## src/rtl/svc_stats_readout.sv

```systemverilog
// svc_stats_readout: snapshot NUM_STATS stat values on request, optionally clear
// the upstream collectors in the same cycle, then stream the snapshot out as
// OUT_WIDTH-wide words (least-significant word first) over valid/ready.
module svc_stats_readout #(
  parameter int NUM_STATS     = 4,
  parameter int STAT_WIDTH    = 32,
  parameter int OUT_WIDTH     = 8,
  parameter int CLEAR_ON_SNAP = 1,
  parameter int IDX_WIDTH     = (NUM_STATS > 1) ? $clog2(NUM_STATS) : 1
) (
  input  logic                            clk,
  input  logic                            rst,
  input  logic                            snap_valid,
  output logic                            snap_ready,
  input  logic [NUM_STATS*STAT_WIDTH-1:0] stats,
  output logic                            stat_clr,
  output logic                            m_valid,
  input  logic                            m_ready,
  output logic [OUT_WIDTH-1:0]            m_data,
  output logic [IDX_WIDTH-1:0]            m_idx,
  output logic                            m_last
);

  localparam int WPS = STAT_WIDTH / OUT_WIDTH;
  localparam int WCW = (WPS > 1) ? $clog2(WPS) : 1;

  localparam logic [0:0] ST_IDLE = 1'b0;
  localparam logic [0:0] ST_SEND = 1'b1;

  if ((STAT_WIDTH % OUT_WIDTH) != 0) begin : g_bad_width
    $error("svc_stats_readout: STAT_WIDTH must be a multiple of OUT_WIDTH");
  end

  logic [0:0]            state_q, state_d;
  logic [IDX_WIDTH-1:0]  stat_cnt_q, stat_cnt_d;
  logic [WCW-1:0]        word_cnt_q, word_cnt_d;
  logic [STAT_WIDTH-1:0] shadow_q [NUM_STATS];

  logic                  capture;
  logic                  word_wrap;
  logic                  stat_end;
  logic [STAT_WIDTH-1:0] sel_stat;

  // Handshake flags and end-of-word / end-of-snapshot detection
  always_comb begin
    snap_ready = (state_q == ST_IDLE);
    m_valid    = (state_q == ST_SEND);
    capture    = snap_valid && snap_ready;
    word_wrap  = (word_cnt_q == WCW'(WPS - 1));
    stat_end   = (stat_cnt_q == IDX_WIDTH'(NUM_STATS - 1));
    m_last     = m_valid && word_wrap && stat_end;
    m_idx      = stat_cnt_q;
  end

  if (CLEAR_ON_SNAP != 0) begin : g_clr
    assign stat_clr = capture;
  end else begin : g_no_clr
    assign stat_clr = 1'b0;
  end

  // Select the current stat from the shadow bank, then the current word within it
  always_comb begin
    sel_stat = '0;
    for (int unsigned i = 0; i < NUM_STATS; i++) begin
      if (stat_cnt_q == IDX_WIDTH'(i)) sel_stat = shadow_q[i];
    end
    m_data = '0;
    for (int unsigned w = 0; w < WPS; w++) begin
      if (word_cnt_q == WCW'(w)) m_data = sel_stat[w*OUT_WIDTH +: OUT_WIDTH];
    end
  end

  // Next-state: start a stream on capture, advance word/stat counters on each accepted beat
  always_comb begin
    state_d    = state_q;
    stat_cnt_d = stat_cnt_q;
    word_cnt_d = word_cnt_q;
    if (capture) begin
      state_d    = ST_SEND;
      stat_cnt_d = '0;
      word_cnt_d = '0;
    end else if (m_valid && m_ready) begin
      if (word_wrap) begin
        word_cnt_d = '0;
        if (stat_end) begin
          state_d    = ST_IDLE;
          stat_cnt_d = '0;
        end else begin
          stat_cnt_d = stat_cnt_q + 1'b1;
        end
      end else begin
        word_cnt_d = word_cnt_q + 1'b1;
      end
    end
  end

  // State and counter registers
  always_ff @(posedge clk) begin
    if (rst) begin
      state_q    <= ST_IDLE;
      stat_cnt_q <= '0;
      word_cnt_q <= '0;
    end else begin
      state_q    <= state_d;
      stat_cnt_q <= stat_cnt_d;
      word_cnt_q <= word_cnt_d;
    end
  end

  // Shadow bank: loaded on the same edge that clears the collectors, so no update is lost
  always_ff @(posedge clk) begin
    if (rst) begin
      for (int unsigned i = 0; i < NUM_STATS; i++) shadow_q[i] <= '0;
    end else if (capture) begin
      for (int unsigned i = 0; i < NUM_STATS; i++) begin
        shadow_q[i] <= stats[i*STAT_WIDTH +: STAT_WIDTH];
      end
    end
  end

endmodule

```

## config.mk

```make
export PLATFORM = sky130hd
export DESIGN_NAME = svc_stats_readout
export DESIGN_NICKNAME = d
export VERILOG_FILES = /design/src/rtl/svc_stats_readout.sv
export SDC_FILE = /design/constraint.sdc
export NUM_CORES = 1
export LEC_CHECK = 0
export BUFFER_PORTS_ARGS = -buffer_cell sky130_fd_sc_hd__buf_4
export CAP_MARGIN = 30
export CORE_MARGIN = 8
export CORE_UTILIZATION = 40
export CTS_CLUSTER_DIAMETER = 60
export DETAILED_ROUTE_END_ITERATION = 10
export GPL_TIMING_DRIVEN = 0
export PLACE_DENSITY = 0.67
export REMOVE_ABC_BUFFERS = 1
export SYNTH_ARGS = -nofsm -noshare
export SYNTH_HDL_FRONTEND = slang
export SYNTH_SLANG_ARGS = --single-unit
```

## constraint.sdc

```tcl
create_clock -name clk -period 9.1 [get_ports clk]
set_input_delay 2.73 -clock clk [delete_from_list [all_inputs] [get_ports clk]]
set_output_delay 2.73 -clock clk [all_outputs]
set_load 0.005 [all_outputs]
```

**Word level (Yosys, flattened, before mapping)**

Memory sizes are Yosys's and may differ from the RTL's.
Index checks and enable logic that the tools add are counted.
W data, S select, Z words.

- Input bits: 132
- RAM bits: 128
- Word-level logic and storage cells: 52
- Memories: 1
- Register bits after elaboration: 5
- Output and inout bits: 14

Memory list:

| memory | words | width | rd ports | clocked after Yosys merged registers in | write ports | RTL line | RTL |
|---|---|---|---|---|---|---|---|
| shadow_q | 4 | 32 | 4 | 0 | 4 | 37 | `logic [STAT_WIDTH-1:0] shadow_q [NUM_STATS];` |

- Reductions and logical operators: 12
- Mux-type cells: 23
- Bitwise gates (word level): 5
- Add/subtract/negate cells: 2
- Eq/ne operators: 6

Operators with widths:

| cell | count |
|---|---|
| $mux W32 | 8 |
| $mux W8 | 4 |
| $mux W1 | 9 |
| $eq A2 B2 Y1 const B | 4 |
| $reduce_bool A2 Y1 | 3 |
| $add A2 B1 Y2 const B | 2 |
| $eq A2 B1 Y1 const B | 2 |
| $logic_and A1 B1 Y1 | 4 |
| $logic_not A2 Y1 | 2 |
| $mux W2 | 2 |
| $or A1 B1 Y1 | 4 |
| $reduce_and A3 Y1 | 1 |
| $reduce_and A2 Y1 | 1 |
| $reduce_or A2 Y1 | 1 |
| $not A1 Y1 | 1 |

**Logic depth before layout (Yosys ltp)**

- Depth after elaboration: 9
- Gate-level depth with buffers: 9

**Least setup slack after synthesis**

Ideal clock, no wire load.

- Path type: in2reg
- From: in snap_valid
- To: mem shadow_q[0][0] (enable)
- Setup time: 0.538 ns
- Setup slack: 2.019 ns
- Arrival time: 6.543 ns
- Cell stages on the path: 4
- Cell sequence: nand2_1 > inv_1 > or2_2 > clkbuf_1

RTL lines:

| what | RTL line | RTL |
|---|---|---|
| start: declaration | 13 | `input logic snap_valid,` |
| end: declaration | 37 |  |

**Final worst setup path**

- From: in snap_valid
- To: out stat_clr

- Longest elaborated chain between the ends: 1

Ends and longest elaborated chain:

| what | RTL line | RTL |
|---|---|---|
| $logic_and A1 B1 Y1 | 48 | `capture = snap_valid && snap_ready;` |
| end: declaration | 16 | `output logic stat_clr,` |

No other way between the ends.

==> impl_results.md <==
* Final Hold Fails at 0
* Core area at 0.01566 mm^2
* Sw Share at 20.48%
* Slew Limit Fails at 0
* Synth area leaders: edfxtp_1, and2_1, nand2_1
* Final worst-path cycle share at 65.04%
* Achievable frequency at 0.1690 GHz
* Register share of total power at 50.7%
* Site row count at 46
* Initial core utilization at 40.24%
* CTS Buf Count at 17
* Final Power at 1.454 mW
* Met2 WL post-DR at 7.506 mm
* Final Cell Area at 0.008152 mm^2
* Combinational Power Share at 8.3%
* Placed cell count at 851
* Max Used Layer: met4
* Min Tclk post-route at 5.918 ns
* Crit-path max cell delay at 0.14 ns
* First-pass GRT wire length at 24.00 mm
* Clock Power Share at 40.9%
* Post-synth EDFFs at 128
* Top post-synthesis cells by count: and2_1, edfxtp_1, nand2_1
* Post_cts resized at 0
* Largest net degree at the start of global routing at 69
* Antenna violations before repair at 0
* CTS Buffer Depth at 2
* CTS H-tree lvls at 4
* FF+latch area at 0.003944 mm^2
* Vias in the first global route at 4609
* Horiz. Die Dim at 141.5 um
* Yosys reg bits at 133
* Fin nets at 794
* Rel. slew slack at 38.83%
* Final setup viols at 0
* Area leader, netlist: edfxtp_1
* Asr flop ratio synth at 0%
* Crit Path Max Fanout at 3
* Register area share after synthesis at 62.60%
* Root buffer cell: clkbuf_16
* Initial DRC count at 282
* Ant. Diodes at 0
* Critical-path cell list: buf_4 > nand2_1 > inv_1 > buf_4
* PortBufs at 145
* Clock transition at path regs at 0.05 ns
* CP required at 6.37 ns
* Routed Antenna Nets at 0
* Area occupied by multi-input gates at 0.002102 mm^2
* Top-Level Pins at 146
* Synth Flop Type: edfxtp_1
* DRC Markers at 0
* Worst clock skew at 0.005329 ns
* Count leader, synth: and2_1
* DIE HEIGHT at 141.5 um
* DRT Pass-1 Iters at 5
* Status: finished clean
* Crit path max-delay cell type: nand2_1
* HP Class: reg -> reg
* Via count at 4314
* CTS sink count at 133
* Syn Inst Count at 523
* Critical Path Source Type: input port
* Final GP Congestion at 0.7473
* Peak supply drop at 0.0001249 V
* Gr usage total at 15.69%
* Placed inst area at 0.007649 mm^2
* Critical path type: in -> out
* # fillers at 1399
* Synth Area per Inst at 12.05 um^2
* Post-CTS Hold Fix Bufs at 0
* Internal power at 1.156 mW
* MaxCap Viol Count at 0
* Met3 WL at 951 um
* Worst skew pair latency at 0.40 ns
* Yosys warns at 0
* Final setup TNS at 0 ns
* CP Data Arrival Time at 3.19 ns
* Unrepaired setup endpoints after global routing: no
* Total Routed Length at 15.23 mm
* Netlist Area Pre-Place at 0.006300 mm^2
* Crit path capture type: output port
* Worst path most repeated cell: buf_4
* Netlist cell types at 35
* CTS tree: built
* Post-CTS Setup Bufs at 0
* Lkg Pwr at 3.275 nW
* Switching pwr at 297.7 uW
* WL met1 at 6.583 mm
* Fraction of layout instances using a drive strength above 1 at 26.62%
* Full die area at 0.02002 mm^2
* DR vias/cell at 4.897
* Total gr overflow at 0
* DR WL/cell at 17.29 um
* Post-route insts no fill at 881
* Hpwl dp at 10.54 mm
* Post-synth top area share at 61.01%
* Power density over cell area at 178.3 mW/mm^2
* Utilization after layout at 52.07%
* Worst slew pin tran at 0.9175 ns
* Synthesis-to-finish area growth at 29.39%
## area by class of cell
class,instances,share of cell area [%]
timing repair buffer,152,15.24
tap,216,3.315
inverter,24,1.105
multi-input combinational,326,25.79
sequential,133,48.38
clock inverter,10,0.8135
clock buffer,20,5.357
## flip-flops by register name, indices dropped and copies added (netlist names)
signal      count
m_idx           2
m_valid         1
shadow_q      128
word_cnt_q      2
## placed cells by master, fill, tap and decap left out
cell type	count
a211oi_1	7
a211oi_2	1
a21oi_1	20
a221oi_1	8
a2bb2oi_1	8
a31oi_1	8
a32o_1	7
a41o_1	1
and2_1	130
and3_1	2
buf_12	3
buf_16	3
buf_4	145
buf_6	1
bufinv_16	1
clkbuf_1	3
clkbuf_16	17
clkinv_1	7
clkinv_2	2
dfxtp_1	5
edfxtp_1	128
ha_1	6
ha_2	2
inv_1	24
mux2i_1	1
nand2_1	37
nand2b_1	9
nand3_1	4
nand3b_1	16
nor2_1	5
nor2_4	1
nor2b_1	9
nor3_1	2
nor4_1	8
o2111ai_1	7
o211ai_1	16
o21ai_0	1
o21ai_1	8
or2_4	1
or3b_1	1
## path summary, 6_finish.rpt
| kind | start | endpoint | slack (ns) | cells past startpoint |
|---|---|---|---|---|
| max | snap_valid | stat_clr | 3.18 | 4 |
| min | word_cnt_q[1]$_SDFFE_PP0P_ | word_cnt_q[1]$_SDFFE_PP0P_ | 0.52 | 2 |
| min reg2reg | word_cnt_q[1]$_SDFFE_PP0P_ | word_cnt_q[1]$_SDFFE_PP0P_ | 0.52 | 2 |
| max reg2reg | m_valid$_SDFFE_PP0P_ | shadow_q[3][27]$_SDFFCE_PN0P_ | 6.94 | 5 |
## kinds of logic (layout without fill, tap and decap cells)
group                      Yosys count  after routing  synth area share (%)
AOI/OAI and AO/OA                   92             92                 10.51
and+or+nand+nor                    225            225                 20.87
DFF                                133            133                 62.60
buffers and inverters               64            206                 4.270
muxes                                1              1                0.1589
adders and majority gates            8              8                 1.589
## power by group through the flow
| stage | clock network, mW | logic [mW] | registers [mW] |
|---|---|---|---|
| after floorplan | 0 | 0.0514 | 0.747 |
| after global placement | 0 | 0.118 | 0.750 |
| after detailed placement | 0 | 0.124 | 0.750 |
| after CTS | 0.605 | 0.124 | 0.738 |
| after global routing | 0.632 | 0.134 | 0.742 |
| final | 0.595 | 0.121 | 0.738 |
## routing by layer
| metal | vias to the layer above | global-route usage, % |
|---|---|---|
| li1 | 2133 | - |
| met1 | 2018 | 18.80 |
| met2 | 146 | 26.51 |
| met3 | 17 | 5.108 |
| met4 | 0 | 4.522 |
| met5 | - | 0 |
## critical path, delay by kind of cell
family                 cells  cell delay, ns
buffers and inverters      3            0.32
and+or+nand+nor            1            0.14
## metrics by stage
step	hold slack [ns]	setup WS [ns]
after floorplan	0.4692	3.376
after global placement	0.4775	1.521
after detailed placement	0.5063	3.185
after CTS	0.5141	3.179
after global routing	0.5426	3.073
final	0.5192	3.182
Power figures use the tool's default switching activity.
